## src/rtl/slave_arbiter.sv

```systemverilog
// slave_arbiter: round-robin arbiter sharing one single-ported slave among N masters.
// Defining ARB_TIMEOUT_EN builds an ISSUE-state timeout that aborts with m_err.
module slave_arbiter #(
  parameter int unsigned N       = 4,
  parameter int unsigned TIMEOUT = 16
) (
  input  logic            clk,
  input  logic            reset,
  input  logic [N-1:0]    m_req,
  input  logic [32*N-1:0] m_addr,
  input  logic [N-1:0]    m_cmd,
  input  logic [32*N-1:0] m_wdata,
  output logic [N-1:0]    m_ack,
  output logic [31:0]     m_rdata,
  output logic            m_err,
  output logic            s_req,
  output logic [31:0]     s_addr,
  output logic            s_cmd,
  output logic [31:0]     s_wdata,
  input  logic            s_ack,
  input  logic [31:0]     s_rdata
);

  localparam int unsigned PW = $clog2(N);

  if (N < 2 || N > 8 || TIMEOUT == 0) begin : g_param_check
    $error("slave_arbiter: N must be 2..8 and TIMEOUT nonzero");
  end

  typedef enum logic [1:0] {IDLE, ISSUE, RESP} state_t;

  state_t        r_state, w_state_nxt;
  logic [PW-1:0] r_ptr, w_ptr_nxt;
  logic          r_sreq, w_sreq_nxt;
  logic [31:0]   r_saddr, w_saddr_nxt;
  logic          r_scmd, w_scmd_nxt;
  logic [31:0]   r_swdata, w_swdata_nxt;
  logic [N-1:0]  r_mack, w_mack_nxt;
  logic [31:0]   r_mrdata, w_mrdata_nxt;
  logic          r_merr, w_merr_nxt;

  logic [N-1:0][31:0] w_addr_arr;
  logic [N-1:0][31:0] w_wdata_arr;
  assign w_addr_arr  = m_addr;
  assign w_wdata_arr = m_wdata;

  // First requester strictly after the last grant, wrapping modulo N.
  logic          w_any;
  logic [PW-1:0] w_gidx;
  logic [PW-1:0] w_scan;
  always_comb begin
    w_any  = 1'b0;
    w_gidx = '0;
    w_scan = '0;
    for (int unsigned k = 1; k <= N; k++) begin
      w_scan = PW'((32'(r_ptr) + k) % N);
      if (!w_any && m_req[w_scan]) begin
        w_any  = 1'b1;
        w_gidx = w_scan;
      end
    end
  end

  logic w_expire;
  logic w_abort;
`ifdef ARB_TIMEOUT_EN
  localparam int unsigned TW = $clog2(TIMEOUT + 1);
  logic [TW-1:0] r_tcnt;
  logic          r_abort;

  assign w_expire = (r_state == ISSUE) && (r_tcnt == TW'(TIMEOUT - 1));
  assign w_abort  = r_abort;

  // A same-cycle s_ack beats expiry, so the abort flag only sets without an ack.
  always_ff @(posedge clk) begin
    if (reset) begin
      r_tcnt  <= '0;
      r_abort <= 1'b0;
    end else if (r_state != ISSUE) begin
      r_tcnt <= '0;
      if (r_state == IDLE) r_abort <= 1'b0;
    end else if (!s_ack) begin
      r_tcnt <= r_tcnt + 1'b1;
      if (w_expire) r_abort <= 1'b1;
    end
  end
`else
  assign w_expire = 1'b0;
  assign w_abort  = 1'b0;
`endif

  always_comb begin
    w_state_nxt  = r_state;
    w_ptr_nxt    = r_ptr;
    w_sreq_nxt   = r_sreq;
    w_saddr_nxt  = r_saddr;
    w_scmd_nxt   = r_scmd;
    w_swdata_nxt = r_swdata;
    w_mack_nxt   = '0;
    w_mrdata_nxt = '0;
    w_merr_nxt   = 1'b0;
    case (r_state)
      IDLE: begin
        if (w_any) begin
          w_ptr_nxt    = w_gidx;
          w_sreq_nxt   = 1'b1;
          w_saddr_nxt  = w_addr_arr[w_gidx];
          w_scmd_nxt   = m_cmd[w_gidx];
          w_swdata_nxt = w_wdata_arr[w_gidx];
          w_state_nxt  = ISSUE;
        end else begin
          w_sreq_nxt   = 1'b0;
          w_saddr_nxt  = '0;
          w_scmd_nxt   = 1'b0;
          w_swdata_nxt = '0;
        end
      end
      ISSUE: begin
        if (s_ack || w_expire) begin
          w_sreq_nxt  = 1'b0;
          w_state_nxt = RESP;
        end
      end
      RESP: begin
        w_mack_nxt[r_ptr] = 1'b1;
        w_mrdata_nxt      = (r_scmd || w_abort) ? '0 : s_rdata;
        w_merr_nxt        = w_abort;
        w_saddr_nxt       = '0;
        w_scmd_nxt        = 1'b0;
        w_swdata_nxt      = '0;
        w_state_nxt       = IDLE;
      end
      default: w_state_nxt = IDLE;
    endcase
  end

  always_ff @(posedge clk) begin
    if (reset) begin
      r_state  <= IDLE;
      r_ptr    <= PW'(N - 1);
      r_sreq   <= 1'b0;
      r_saddr  <= '0;
      r_scmd   <= 1'b0;
      r_swdata <= '0;
      r_mack   <= '0;
      r_mrdata <= '0;
      r_merr   <= 1'b0;
    end else begin
      r_state  <= w_state_nxt;
      r_ptr    <= w_ptr_nxt;
      r_sreq   <= w_sreq_nxt;
      r_saddr  <= w_saddr_nxt;
      r_scmd   <= w_scmd_nxt;
      r_swdata <= w_swdata_nxt;
      r_mack   <= w_mack_nxt;
      r_mrdata <= w_mrdata_nxt;
      r_merr   <= w_merr_nxt;
    end
  end

  assign s_req   = r_sreq;
  assign s_addr  = r_saddr;
  assign s_cmd   = r_scmd;
  assign s_wdata = r_swdata;
  assign m_ack   = r_mack;
  assign m_rdata = r_mrdata;
  assign m_err   = r_merr;

endmodule

```

## config.mk

```make
export PLATFORM = sky130hd
export DESIGN_NAME = slave_arbiter
export DESIGN_NICKNAME = d
export VERILOG_FILES = /design/src/rtl/slave_arbiter.sv
export SDC_FILE = /design/constraint.sdc
export NUM_CORES = 1
export LEC_CHECK = 0
export ABC_AREA = 1
export BUFFER_PORTS_ARGS = -buffer_cell sky130_fd_sc_hd__buf_2
export CORE_AREA = 2 2 156 158
export CTS_BUF_LIST = sky130_fd_sc_hd__clkbuf_4 sky130_fd_sc_hd__clkbuf_8
export CTS_CLUSTER_DIAMETER = 150
export DETAILED_ROUTE_END_ITERATION = 12
export DIE_AREA = 0 0 158 160
export SETUP_SLACK_MARGIN = 0.05
export SLEW_MARGIN = 40
export SYNTH_ARGS = -nofsm -noshare
export SYNTH_HDL_FRONTEND = slang
export SYNTH_SLANG_ARGS = --single-unit
export TNS_END_PERCENT = 30
```

## constraint.sdc

```tcl
create_clock -name clk -period 2.62 [get_ports clk]
set_input_delay 0.262 -clock clk [delete_from_list [all_inputs] [get_ports clk]]
set_output_delay 0.262 -clock clk [all_outputs]
set_load 0.005 [all_outputs]
```

[Word level (Yosys, flattened, before mapping)]
Index checks and enable logic that the tools add are counted.
Storage, ports and cells
  bits in registers: 106
  input port bits: 299
  output and inout bits: 103
  logic and storage cells: 75
Cells by class
  $add $sub $neg: 4
  magnitude comparators: 7
  eq/ne operators: 4
  multiplexer cells: 36
  bitwise gates (word level): 1
  reduce and logical (&&, ||, !) cells: 15
Operators with widths (number)
  $bmux W32 S2: 2
  $mux W32: 4
  $pmux W32 S2: 2
  $lt A2 B3 Y1 const B: 6
  $mux W1: 13
  $mux W2: 6
  $bmux W1 S2: 5
  $reduce_and A2 Y1: 3
  $add A2 B1 Y2 const B: 2
  $add A2 B2 Y2 const B: 2
  $logic_and A1 B1 Y1: 4
  $ne A2 B2 Y1 const B: 2
  $pmux W1 S2: 2
  $pmux W2 S2: 1
  $reduce_bool A2 Y1: 2
  $logic_not A1 Y1: 3
  $reduce_or A3 Y1: 1
  $demux W1 S2: 1
  $eq A2 B1 Y1 const B: 1
  $eq A2 B2 Y1 const B: 1
  $ge A2 B1 Y1 const B: 1
  $logic_not A2 Y1: 1
  $reduce_or A2 Y1: 1
  $not A1 Y1: 1

[Depth between registers and ports, before layout]
  word-level depth: 17
  gate-level depth with buffers: 17
  gate-level depth less buffers: 14

[Worst setup path before layout]
No wires, ideal clock.
  kind: reg-to-reg
  start point: register r_ptr[0]
  end point: register r_saddr[0] (netlist: s_addr[0])
  setup time: 0.132 ns
  arrival: 2.079 ns
  required time: 2.488 ns
  path slack: 0.409 ns
  cell stages (with the launch flop): 16
  path buffers: 3
  clock period less this slack: 2.211 ns
  path through: dfxtp_1 > buf_6 > inv_6 > ha_1 > inv_1 > nand3_1 > nand2_1 > inv_2 > nand3_1 > nand2_1 > a21oi_1 > buf_2 > buf_2 > nand3_1 > nand3_1 > a21oi_1
Between the ends
  cells in the longest elaborated chain, start to end: 17
  elaborated cells on any way between the ends: 30
  those cells by class: add/sub: 4; mux: 20; reduce/logical: 6
Ends and longest elaborated chain
  start, declared: line 33  | logic [PW-1:0] r_ptr, w_ptr_nxt;
  start signal, assigned: line 140  | r_ptr <= PW'(N - 1);
  start signal, assigned: line 150  | r_ptr <= w_ptr_nxt;
  $add A2 B1 Y2: line 56  | w_scan = PW'((32'(r_ptr) + k) % N);
  $bmux W1 S2: line 57  | if (!w_any && m_req[w_scan]) begin
  $mux W1 (implied by the code): line 57
  $mux W1: line 57
  $logic_not A1 Y1: line 57
  $logic_and A1 B1 Y1: line 57
  $mux W1: line 57
  $logic_not A1 Y1: line 57
  $logic_and A1 B1 Y1: line 57
  $mux W1: line 57
  $logic_not A1 Y1: line 57
  $logic_and A1 B1 Y1: line 57
  $mux W2: line 57
  $bmux W32 S2: line 107  | w_saddr_nxt = w_addr_arr[w_gidx];
  $mux W32 (implied by the code): line 107
  $mux W32 *: line 104  | if (w_any) begin
  $pmux W32 S2 *: line 102  | case (r_state)
  end signal, assigned: line 152  | r_saddr <= w_saddr_nxt;
  end, declared: line 35  | logic [31:0] r_saddr, w_saddr_nxt;
Mark *: on every way between the ends. The rest lies on a longest branch, timed or not. The select of a mux whose other input is x is not followed.
A chain may end at the register's enable or synchronous reset.

[Final worst setup path]
  start point: register r_ptr[0]
  end point: register r_swdata[2] (netlist: s_wdata[2])
Between the ends
  cells in the longest elaborated chain, start to end: 17
  elaborated cells on any way between the ends: 30
  those cells by class: add/sub: 4; mux: 20; reduce/logical: 6
Ends and longest elaborated chain
  $add A2 B1 Y2: line 56
  $bmux W1 S2: line 57
  $mux W1 (implied by the code): line 57
  $mux W1: line 57
  $logic_not A1 Y1: line 57
  $logic_and A1 B1 Y1: line 57
  $mux W1: line 57
  $logic_not A1 Y1: line 57
  $logic_and A1 B1 Y1: line 57
  $mux W1: line 57
  $logic_not A1 Y1: line 57
  $logic_and A1 B1 Y1: line 57
  $mux W2: line 57
  $bmux W32 S2: line 109  | w_swdata_nxt = w_wdata_arr[w_gidx];
  $mux W32 (implied by the code): line 109
  $mux W32 *: line 104
  $pmux W32 S2 *: line 102
  end signal, assigned: line 154  | r_swdata <= w_swdata_nxt;
  end, declared: line 37  | logic [31:0] r_swdata, w_swdata_nxt;
Marks and branches as above.

==> impl_metrics.json <==
{
  "cp-endpoint": "s_wdata[2]",
  "min_path_type": "in -> reg",
  "crit_path_end_kind": "flip-flop",
  "clkTransAtPathRegs_ns": 0.12,
  "syn_to_final_growth_pct": 44.3,
  "finalHoldViolCount": 0,
  "wl_per_cell_um": 15.8,
  "clock-sinks": 106,
  "ios": 402,
  "synth.distinct_cells": 22,
  "cts_root_buffer": "clkbuf_8",
  "timing.setup.tns_ns": 0,
  "critPathKind": "reg -> reg",
  "vias": 7678,
  "rsz0062_at_grt": "false",
  "tritoncts": "yes",
  "vias_per_cell": 4.79,
  "fin_nets": 1577,
  "dp.cells": 1582,
  "rr_worst_depth": 15,
  "cp_slowest_cell": "dfxtp_2",
  "yosys_warnings": 0,
  "fin_area_sq_um": 8540,
  "period_share_pct": 90.6,
  "synth_edf_count": 0,
  "synth_top_area_share_pct": 35.9,
  "antenna_found_initial": 4,
  "core_area_sq_um": 23800,
  "drtAntennaViolNets": 0,
  "outcome": "complete, no violations",
  "die_area_sq_um": 25300,
  "synth_seq_cells": 106,
  "worstMarginPinSlew_ns": 0.804,
  "total_power_mw": 12.7,
  "leakagePower_nw": 4.46,
  "synth_area_sq_um": 5920,
  "cpMostUsedCell": "nand2_1",
  "gr-total-overflow": 0,
  "grt_pass1_vias": 6837,
  "synth_cells": 926,
  "slew_viol_final": 0,
  "initial_core_util_pct": 24.8,
  "setup_violations": 0,
  "synth_area_leaders": "dfxtp_1, nand3_1, nand2_1",
  "cts_buffers": 9,
  "stdcell_count": 1604,
  "ctsLongestPathBuffers": 2,
  "period_needed_ns": 2.37,
  "drt_iter0_markers": 468,
  "clk_latency_ns": 0.39,
  "worstPathArrival_ns": 2.70,
  "post-place-ws_ns": 0.169,
  "drc": 0,
  "grt_pass1_wl_mm": 35.8,
  "synth_seq_area_share_pct": 35.9,
  "place_congestion": 0.818,
  "syn_area_per_cell_sq_um": 6.39,
  "synthesis.nets": 1229,
  "synth_ff_type": "dfxtp_1",
  "dpl_cell_area_sq_um": 8160,
  "grt_usage_pct": 18.0,
  "critPathTopFamily": "simple AND/OR/NAND/NOR gates",
  "num_rows": 57,
  "post-route-util_pct": 35.8,
  "finClkSkew_ns": 0.0189,
  "r2r-start": "r_ptr[0]",
  "power_density_nw_per_um2": 1490,
  "die-width_um": 158,
  "cap_violations": 0,
  "async_flop_share_pct": 0,
  "crit_required_ns": 2.95,
  "maxClockFrequency_mhz": 421,
  "path_cells": "inv_6 > ha_4 > inv_1 > nand3_1 > nand2_1 > nand2_1 > nand2_1 > nor2_2 > nand2_4 > nand2_8 > clkbuf_16 > nand2_1 > nand3_1 > nand3_1 > a21oi_1",
  "wl_mm": 25.3,
  "cp_num_cells": 15,
  "slew_headroom_pct": 46.4,
  "reg2reg_to": "s_wdata[2]",
  "startpoint_type": "flip-flop",
  "ir_drop_mv": 0.876,
  "critical_path.max_stage_delay_ns": 0.38,
  "die_y_um": 160,
  "first_pass_iters": 5,
  "postCtsSetupRepairBufs": 0,
  "reg2reg_setup_slack_ns": 0.25,
  "dpl.hpwl_mm": 17.5,
  "io_buffers": 400,
  "crit_start": "r_ptr[0]",
  "htree_levels": 3,
  "layout-drive-gt1-share_pct": 35.5,
  "yosys.area.top_type": "dfxtp_1",
  "worst_slack_ns": 0.246,
  "grt_max_degree": 92,
  "crit_fanout": 32,
  "hold_slack_ns": 0.0644,
  "path_buf_inv": 3
}
==> metal layers <==
layer / global-route usage [%] / share of wire, % / vias to the layer above
met5: 0 / 0.083 / -
met2: 31.2 / 48 / 404
met3: 4.31 / 9.5 / 52
li1: - / - / 3773
met1: 20.9 / 39 / 3445
met4: 7.70 / 3.3 / 4
==> worst min-delay path by stage <==
stage | startpoint | slack, ns | depth (start not counted) | endpoint
CTS | s_rdata[29] | 0.03 | 3 | m_rdata[29]
detailed placement | s_wdata[5] | 0.44 | 2 | s_wdata[5]
global route | s_rdata[9] | 0.04 | 3 | m_rdata[9]
finish | s_rdata[7] | 0.06 | 3 | m_rdata[7]
floorplan | s_rdata[0] | 0.37 | 2 | m_rdata[0]
global placement | s_addr[17] | 0.44 | 2 | s_addr[17]
==> synth_stat cells, types with 2 or more instances <==
master / count
nand3_1: 338
nand2_1: 219
dfxtp_1: 106
a21oi_1: 71
inv_1: 46
buf_2: 41
nor2_1: 40
clkbuf_1: 28
buf_6: 8
buf_4: 5
nand2_2: 5
ha_1: 4
buf_1: 3
nand3b_1: 2
nand4_1: 2
o21ai_0: 2
==> sequential cells by signal (all words and copies together), names as in the netlist <==
| signal | cells |
|---|---|
| m_ack | 4 |
| s_req | 1 |
| r_ptr | 2 |
| s_addr | 32 |
| s_cmd | 1 |
| r_state | 2 |
| m_rdata | 32 |
| s_wdata | 32 |
==> worst reg2reg max path, delay by kind of cell (launching register included) <==
kind	cells	cell delay (ns)
and+or+nand+nor	10	1.13
buffers and inverters	3	0.39
DFF	1	0.38
adders and majority gates	1	0.29
AOI/OAI and AO/OA	1	0.12
==> layout make-up <==
type / instances / area (sq um)
well taps: 324 / 405
repair buffers: 422 / 2400
diodes: 1 / 2.50
clock inverters: 6 / 73.8
fillers: 2660 / 15300
flip-flops and latches: 106 / 2120
inverters: 48 / 185
multi-input cells: 687 / 3210
clock buffers: 10 / 131
==> power breakdown <==
group / switching, mW / total [mW] / internal, mW
logic: 5.86 / 9.47 / 3.61
registers: 0.165 / 2.16 / 2.00
clock network: 0.630 / 1.10 / 0.465
total: 6.65 / 12.7 / 6.08
==> logic make-up after synthesis <==
family / count (synthesis) / synth area share, %
other: 1 / 0.0634
AO/OA/AOI/OAI: 74 / 6.28
AND/OR/NAND/NOR: 608 / 46.2
buffers and inverters: 133 / 10.7
flip-flops: 106 / 35.9
adder cells (fa/ha/maj): 4 / 0.846
==> what timing repair did <==
item                       4_1_cts  5_1_grt
hold buffers                     0        0
gates resized for setup          0        9
setup endpoints to repair        0       65
==> cells in the final DEF (no fill, tap or decap), types with 4 or more instances in the layout <==
| cell | netlist | final |
|---|---|---|
| clkbuf_16 | 0 | 4 |
| nand3_1 | 338 | 338 |
| dfxtp_1 | 106 | 104 |
| buf_12 | 0 | 8 |
| a21oi_1 | 71 | 70 |
| buf_4 | 5 | 6 |
| inv_1 | 46 | 44 |
| buf_2 | 41 | 400 |
| clkbuf_8 | 0 | 9 |
| nand2_1 | 219 | 218 |
| nor2_1 | 40 | 40 |
(Power assumes the default switching activity.)
